### src/rtl/board_buffer.sv
// Double-buffered 4x4 tile-exponent store feeding the board renderer.
// Optional BOARD_TEST_PATTERN_EN adds a test_mode input that overrides data with a fixed pattern.
module board_buffer #(
  parameter int EXP_W   = 5,
  parameter int DATA_W  = 17,
  parameter int MAX_EXP = 16
) (
  input  logic              CLK100MHZ,
  input  logic              CPU_RESETN,
`ifdef BOARD_TEST_PATTERN_EN
  input  logic              test_mode,
`endif
  input  logic              wr_en,
  input  logic [1:0]        wr_row,
  input  logic [1:0]        wr_col,
  input  logic [EXP_W-1:0]  wr_exp,
  output logic              wr_ready,
  output logic              wr_err,
  input  logic              commit,
  input  logic              frame_start,
  output logic              pending,
  input  logic [1:0]        row,
  input  logic [1:0]        col,
  input  logic              draw,
  output logic [DATA_W-1:0] data
);

  localparam logic [EXP_W-1:0] MAX_EXP_V = EXP_W'(MAX_EXP);

  typedef enum logic {S_IDLE, S_COPY} state_t;

  state_t            r_state;
  state_t            w_stateNext;
  logic              w_ready;
  logic              w_startCopy;

  logic [EXP_W-1:0]  r_shadow [16];
  logic [EXP_W-1:0]  r_live   [16];
  logic [3:0]        r_copyIdx;
  logic              r_pending;
  logic              r_wrErr;
  logic [DATA_W-1:0] r_data;

  logic [3:0]        w_wrIdx;
  logic [3:0]        w_rdIdx;
  logic              w_wrAccept;
  logic              w_wrReject;
  logic [EXP_W-1:0]  w_liveExp;
  logic [DATA_W-1:0] w_liveVal;
  logic [DATA_W-1:0] w_dataNext;

  assign w_wrIdx    = {wr_row, wr_col};
  assign w_rdIdx    = {row, col};
  assign w_wrAccept = wr_en && w_ready && (wr_exp <= MAX_EXP_V);
  assign w_wrReject = wr_en && (!w_ready || (wr_exp > MAX_EXP_V));

  always_ff @(posedge CLK100MHZ) begin
    if (!CPU_RESETN) r_state <= S_IDLE;
    else             r_state <= w_stateNext;
  end

  always_comb begin
    w_stateNext = r_state;
    w_ready     = 1'b0;
    w_startCopy = 1'b0;
    case (r_state)
      S_IDLE: begin
        w_ready = 1'b1;
        if (frame_start && r_pending) begin
          w_stateNext = S_COPY;
          w_startCopy = 1'b1;
        end
      end
      S_COPY: begin
        if (r_copyIdx == 4'd15) w_stateNext = S_IDLE;
      end
      default: w_stateNext = S_IDLE;
    endcase
  end

  // Shadow is only written while idle, so it is stable for the whole copy.
  always_ff @(posedge CLK100MHZ) begin
    if (!CPU_RESETN) begin
      for (int i = 0; i < 16; i++) r_shadow[i] <= '0;
    end else if (w_wrAccept) begin
      r_shadow[w_wrIdx] <= wr_exp;
    end
  end

  always_ff @(posedge CLK100MHZ) begin
    if (!CPU_RESETN) begin
      for (int i = 0; i < 16; i++) r_live[i] <= '0;
      r_copyIdx <= '0;
    end else if (w_startCopy) begin
      r_copyIdx <= '0;
    end else if (r_state == S_COPY) begin
      r_live[r_copyIdx] <= r_shadow[r_copyIdx];
      r_copyIdx         <= r_copyIdx + 4'd1;
    end
  end

  // A commit arriving on the same edge the copy starts must not be lost.
  always_ff @(posedge CLK100MHZ) begin
    if (!CPU_RESETN) begin
      r_pending <= 1'b0;
      r_wrErr   <= 1'b0;
    end else begin
      r_wrErr <= w_wrReject;
      if (commit)           r_pending <= 1'b1;
      else if (w_startCopy) r_pending <= 1'b0;
    end
  end

  assign w_liveExp = r_live[w_rdIdx];
  assign w_liveVal = (draw && (w_liveExp != '0)) ? (DATA_W'(1) << w_liveExp) : '0;

`ifdef BOARD_TEST_PATTERN_EN
  logic [4:0]        w_tpShift;
  logic [DATA_W-1:0] w_tpVal;
  assign w_tpShift  = {1'b0, w_rdIdx} + 5'd1;
  assign w_tpVal    = draw ? (DATA_W'(1) << w_tpShift) : '0;
  assign w_dataNext = test_mode ? w_tpVal : w_liveVal;
`else
  assign w_dataNext = w_liveVal;
`endif

  always_ff @(posedge CLK100MHZ) begin
    if (!CPU_RESETN) r_data <= '0;
    else             r_data <= w_dataNext;
  end

  assign wr_ready = w_ready;
  assign wr_err   = r_wrErr;
  assign pending  = r_pending;
  assign data     = r_data;

endmodule

### config.mk
export PLATFORM = sky130hd
export DESIGN_NAME = board_buffer
export DESIGN_NICKNAME = d
export VERILOG_FILES = /design/src/rtl/board_buffer.sv
export SDC_FILE = /design/constraint.sdc
export NUM_CORES = 1
export LEC_CHECK = 0
export ABC_AREA = 1
export CAP_MARGIN = 25
export CORE_UTILIZATION = 60
export CTS_BUF_LIST = sky130_fd_sc_hd__clkbuf_8
export CTS_CLUSTER_SIZE = 28
export DETAILED_ROUTE_END_ITERATION = 8
export DONT_BUFFER_PORTS = 1
export HOLD_SLACK_MARGIN = 0.06
export PLACE_DENSITY = 0.82
export SYNTH_ARGS = -nofsm -noshare
export SYNTH_HDL_FRONTEND = slang
export SYNTH_SLANG_ARGS = --single-unit
### constraint.sdc
create_clock -name CLK100MHZ -period 1.8 [get_ports CLK100MHZ]
set_input_delay 0.18 -clock CLK100MHZ [delete_from_list [all_inputs] [get_ports CLK100MHZ]]
set_output_delay 0.18 -clock CLK100MHZ [all_outputs]
set_load 0.01 [all_outputs]
---- Yosys cells after proc, flatten, opt, wreduce, memory -nomap -nowiden ----
Memories as Yosys holds them, arrays and structs flattened. A register that Yosys moved wholly into a read port is not among the register bits.
Cells that the tools add are included.
cells by class
  $add $sub $neg .......................... 1
  magnitude comparators ................... 2
  equality and inequality tests ........... 1
  shift-type cells ........................ 1
  mux-type cells .......................... 23
  bitwise operators ....................... 2
  reduce and logical (&&, ||, !) cells .... 12
operators by type and width
  cell                    count
  $shl A1 B5 Y17 const A  1
  $mux W1                 16
  $mux W4                 4
  $mux W5                 2
  $reduce_or A5 Y1        2
  $gt A5 B5 Y1 const B    1
  $le A5 B5 Y1 const B    1
  $logic_and A1 B1 Y1     5
  $reduce_bool A5 Y1      1
  $add A4 B1 Y4 const B   1
  $eq A4 B4 Y1 const B    1
  $not A1 Y1              2
  $pmux W1 S2             1
  $reduce_and A2 Y1       1
  $reduce_bool A2 Y1      1
  $reduce_or A2 Y1        1
  $logic_or A1 B1 Y1      1
storage, ports and cells
  register bits after elaboration ......... 24
  RAM bits ................................ 160
  input port bits ......................... 19
  memories ................................ 2
memories
  memory    words  bits a word  rd ports  clocked after Yosys merged registers in  write ports  RTL line  RTL
  r_live    16     5            1         0                                        16           38        logic [EXP_W-1:0] r_live [16];
  r_shadow  16     5            1         1                                        16           37        logic [EXP_W-1:0] r_shadow [16];

---- Longest topological paths before layout ----
  depth in word-level cells ............... 8
  depth in mapped cells ................... 12
  gate-level depth less buffers ........... 10

---- Worst setup path after synthesis ----
OpenSTA, ideal clock, no wires.
  path kind ............................... reg-to-reg
  start point ............................. register r_state
  end point ............................... memory r_shadow[6][0], enable pin
  library setup time ...................... 0.313 ns
  arrival time ............................ 1.248 ns
  required time ........................... 1.487 ns
  path slack .............................. 0.239 ns
  cell stages (with the launch flop) ...... 6
  buffers on the path ..................... 0
  clock period less this slack ............ 1.561 ns
  path through ............................ dfxtp_1 inv_1 nand4_1 nor3_2 nand2_1 nand2_1
RTL lines
  element                 RTL line  RTL
  from (decl)             32        state_t r_state;
  from (signal assigned)  59        else r_state <= w_stateNext;
  to (decl)               37

==> impl_metrics.env <==
export IMPL_area_delta_synth_final_pct=11.0
export IMPL_worstMarginPinSlew_ps=660
export IMPL_dr_pass1_iters=7
export IMPL_post_place_ws_ps=0.132
export IMPL_reg2reg_from="r_state$_SDFF_PN0_"
export IMPL_clockPowerShare=0.331
export IMPL_synth_cell_types=29
export IMPL_crit_top_cell="nand2_1"
export IMPL_seqCellArea_um2=5370
export IMPL_tns_ps=0
export IMPL_cts_setup_buffers=0
export IMPL_drc=0
export IMPL_netlist_instances=916
export IMPL_cp_data_required_time_ps=1970
export IMPL_clk_latency_ps=470
export IMPL_io_buffers=0
export IMPL_swShare=0.239
export IMPL_overflow=0
export IMPL_worstSetupEndpointType="flop"
export IMPL_cts_buffer_depth=2
export IMPL_antenna_left=0
export IMPL_cp_top_family="simple AND/OR/NAND/NOR gates"
export IMPL_cpPeakStageDelay_ps=410
export IMPL_final_core_util=0.690
export IMPL_cp_max_fo=5
export IMPL_hold_class="input pin to flop"
export IMPL_slew_limit_headroom=0.560
export IMPL_start_kind="flop"
export IMPL_cts_sinks=188
export IMPL_grt_pass1_vias=6494
export IMPL_power_density_nw_per_um2=863
export IMPL_drt_initial_drc_count=702
export IMPL_finalPower_w=0.00833
export IMPL_via_per_inst=5.73
export IMPL_cts_tree="yes"
export IMPL_synth_fp_nets=939
export IMPL_dp_hpwl_um=12700
export IMPL_arrival_ps=1960
export IMPL_vias=6534
export IMPL_antenna_found_initial=0
export IMPL_worstPathCellList="inv_1 > nand4_1 > nor3_2 > nand2_1 > nand2_1"
export IMPL_critPathSlowestCell="nor3_2"
export IMPL_yosysSeqAreaShare=0.617
export IMPL_postSynthAreaPerCell_um2=9.49
export IMPL_p_int_w=0.00634
export IMPL_multi_input_area_um2=2700
export IMPL_setup_viol=0
export IMPL_seqPwrFrac=0.588
export IMPL_outcome="completed"
export IMPL_hp_start="CPU_RESETN"
export IMPL_htreeDepth=4
export IMPL_drv_slew=0
export IMPL_core_area_um2=14000
export IMPL_fp_dieH_um=122
export IMPL_num_rows=43
export IMPL_clkSlewWorstSetupHoldPaths_ps=90
export IMPL_rsz0062_at_grt="yes"
export IMPL_period_share=0.994
export IMPL_drv_cap=0
export IMPL_pwr_share_comb=0.081
export IMPL_ioPinCount=39
export IMPL_ys_warnings_count=0
export IMPL_gp_routability_congestion=0.858
export IMPL_drt_wirelength_per_cell_um=17.3
export IMPL_min_period_ps=1790
export IMPL_netlist_area_um2=8690
export IMPL_fin_ws_ps=11.5
export IMPL_cts_buffers=17
export IMPL_critical_path_buf_inv_count=1
export IMPL_drive_gt1_frac=0.105
export IMPL_ir_worst_vdd_v=0.000615
export IMPL_dieArea_um2=15000
export IMPL_num_nets_final=971
export IMPL_clock_skew_ps=10.6
export IMPL_crit_start="r_state$_SDFF_PN0_"
export IMPL_grtUsageTotal=0.283
export IMPL_antenna_cells=0
export IMPL_p_sw_w=0.00199
export IMPL_start_util=0.621
export IMPL_clock_fmax_ghz=0.559
export IMPL_ys_ff_latch=188
export IMPL_path_class="flop to flop"
export IMPL_drt_total_wl_um=19800
export IMPL_ctsRootBufferMaster="clkbuf_8"
export IMPL_hold_viol=0
export IMPL_fp_dieW_um=122
export IMPL_p_leak_nw=3.85
export IMPL_grt_pass1_wl_um=31400
export IMPL_grt_max_degree=44
export IMPL_fillCellCount=1082
per-stage QoR:
stage / std cells / cell area, um2 / hold WS, ps
after detailed placement: 1100 / 9130 / 303
final: 1141 / 9650 / 82.9
after CTS: 1141 / 9610 / 62.3
after global routing: 1141 / 9650 / 93.7
after floorplan: 916 / 8690 / 297
after global placement: 1100 / 9130 / 302
logic make-up after synthesis:
family | synth area share
adder cells (fa/ha/maj) | 0.00576
flip-flops | 0.617
XOR/XNOR | 0.00202
AND/OR/NAND/NOR | 0.206
other | 0.000432
AO/OA/AOI/OAI | 0.0927
buffers and inverters | 0.0755
final cells by class:
cell class | instances | area share
flip-flops and latches | 188 | 0.556
inverters | 102 | 0.0397
repair buffers | 60 | 0.0604
multi-input cells | 579 | 0.280
clock inverters | 13 | 0.0128
well taps | 180 | 0.0233
clock buffers | 19 | 0.0271
worst register-to-register path, stage by stage (launching register included):
cell and delay (ps):
dfxtp_1 350, inv_1 100, nand4_1 280, nor3_2 410
nand2_1 150, nand2_1 210
cells in the mapped netlist (all sizes together):
cell type / instances / area share
nor3: 3 / 0.0029
ha: 4 / 0.0058
buf: 35 / 0.026
nand3: 93 / 0.058
nand2: 206 / 0.090
o21ai: 22 / 0.013
inv: 97 / 0.042
a21oi: 106 / 0.061
xor2: 2 / 0.0020
clkbuf: 12 / 0.0055
nor2: 118 / 0.051
conb: 1 / 0.00043
clkinv: 5 / 0.0022
edfxtp: 160 / 0.55
dfxtp: 28 / 0.065
nand4: 2 / 0.0032
o211ai: 22 / 0.019
worst paths after layout:
check | depth (start not counted) | to | slack (ps)
worst max-delay path | 5 | r_shadow[0][0]$_SDFFCE_PN0P_ | 10
worst min-delay path | 3 | r_copyIdx[0]$_SDFFE_PP0P_ | 80
worst min register to register | 2 | r_copyIdx[0]$_SDFFE_PP0P_ | 600
worst max register to register | 5 | r_shadow[0][0]$_SDFFCE_PN0P_ | 10
cells in the final DEF, fill, tap and decap left out, types with 3 or more instances in the layout:
cell | synthesis | layout
nand3_1 | 86 | 86
buf_12 | 0 | 9
nor2_2 | 1 | 3
o21ai_0 | 16 | 16
nand3_4 | 1 | 5
o21ai_1 | 6 | 6
inv_1 | 96 | 99
dlygate4sd3_1 | 0 | 8
ha_1 | 4 | 4
inv_4 | 0 | 4
nand2_1 | 201 | 201
dfxtp_1 | 28 | 27
buf_4 | 1 | 43
o211ai_1 | 22 | 22
edfxtp_1 | 160 | 160
clkbuf_8 | 0 | 19
nor2_1 | 117 | 115
nand2_2 | 5 | 5
a21oi_1 | 106 | 106
clkinv_1 | 5 | 5
per-layer routing:
layer,part of all wire,wire length [um],GRT usage,up-vias
met2,0.53,10500,0.504,304
li1,-,-,-,3124
met1,0.37,7390,0.331,3077
met5,0,0,0,-
met4,0.017,336,0.126,0
met3,0.079,1570,0.0553,29
timing repair:
item / 4_1_cts / 5_1_grt
endpoints found under the setup margin: 0 / 65
hold buffers: 9 / 0
gates resized for setup: 0 / 6
hold endpoints to repair: 173 / 0
flip-flops by register name (all words and copies together) (netlist names), named ones only:
register   count
r_live        80
r_shadow      80
data          17
r_copyIdx      4
pending        1
r_state        1
wr_err         1
power groups by stage:
stage / Clock, W / Sequential [W] / Combinational, W
after CTS: 0.00277 / 0.00489 / 0.000659
after global placement: 0 / 0.00499 / 0.000608
after global routing: 0.00291 / 0.00491 / 0.000740
after detailed placement: 0 / 0.00499 / 0.000622
final: 0.00276 / 0.00490 / 0.000672
after floorplan: 0 / 0.00498 / 0.000481
Note: power is estimated with default switching activity, not from simulation.
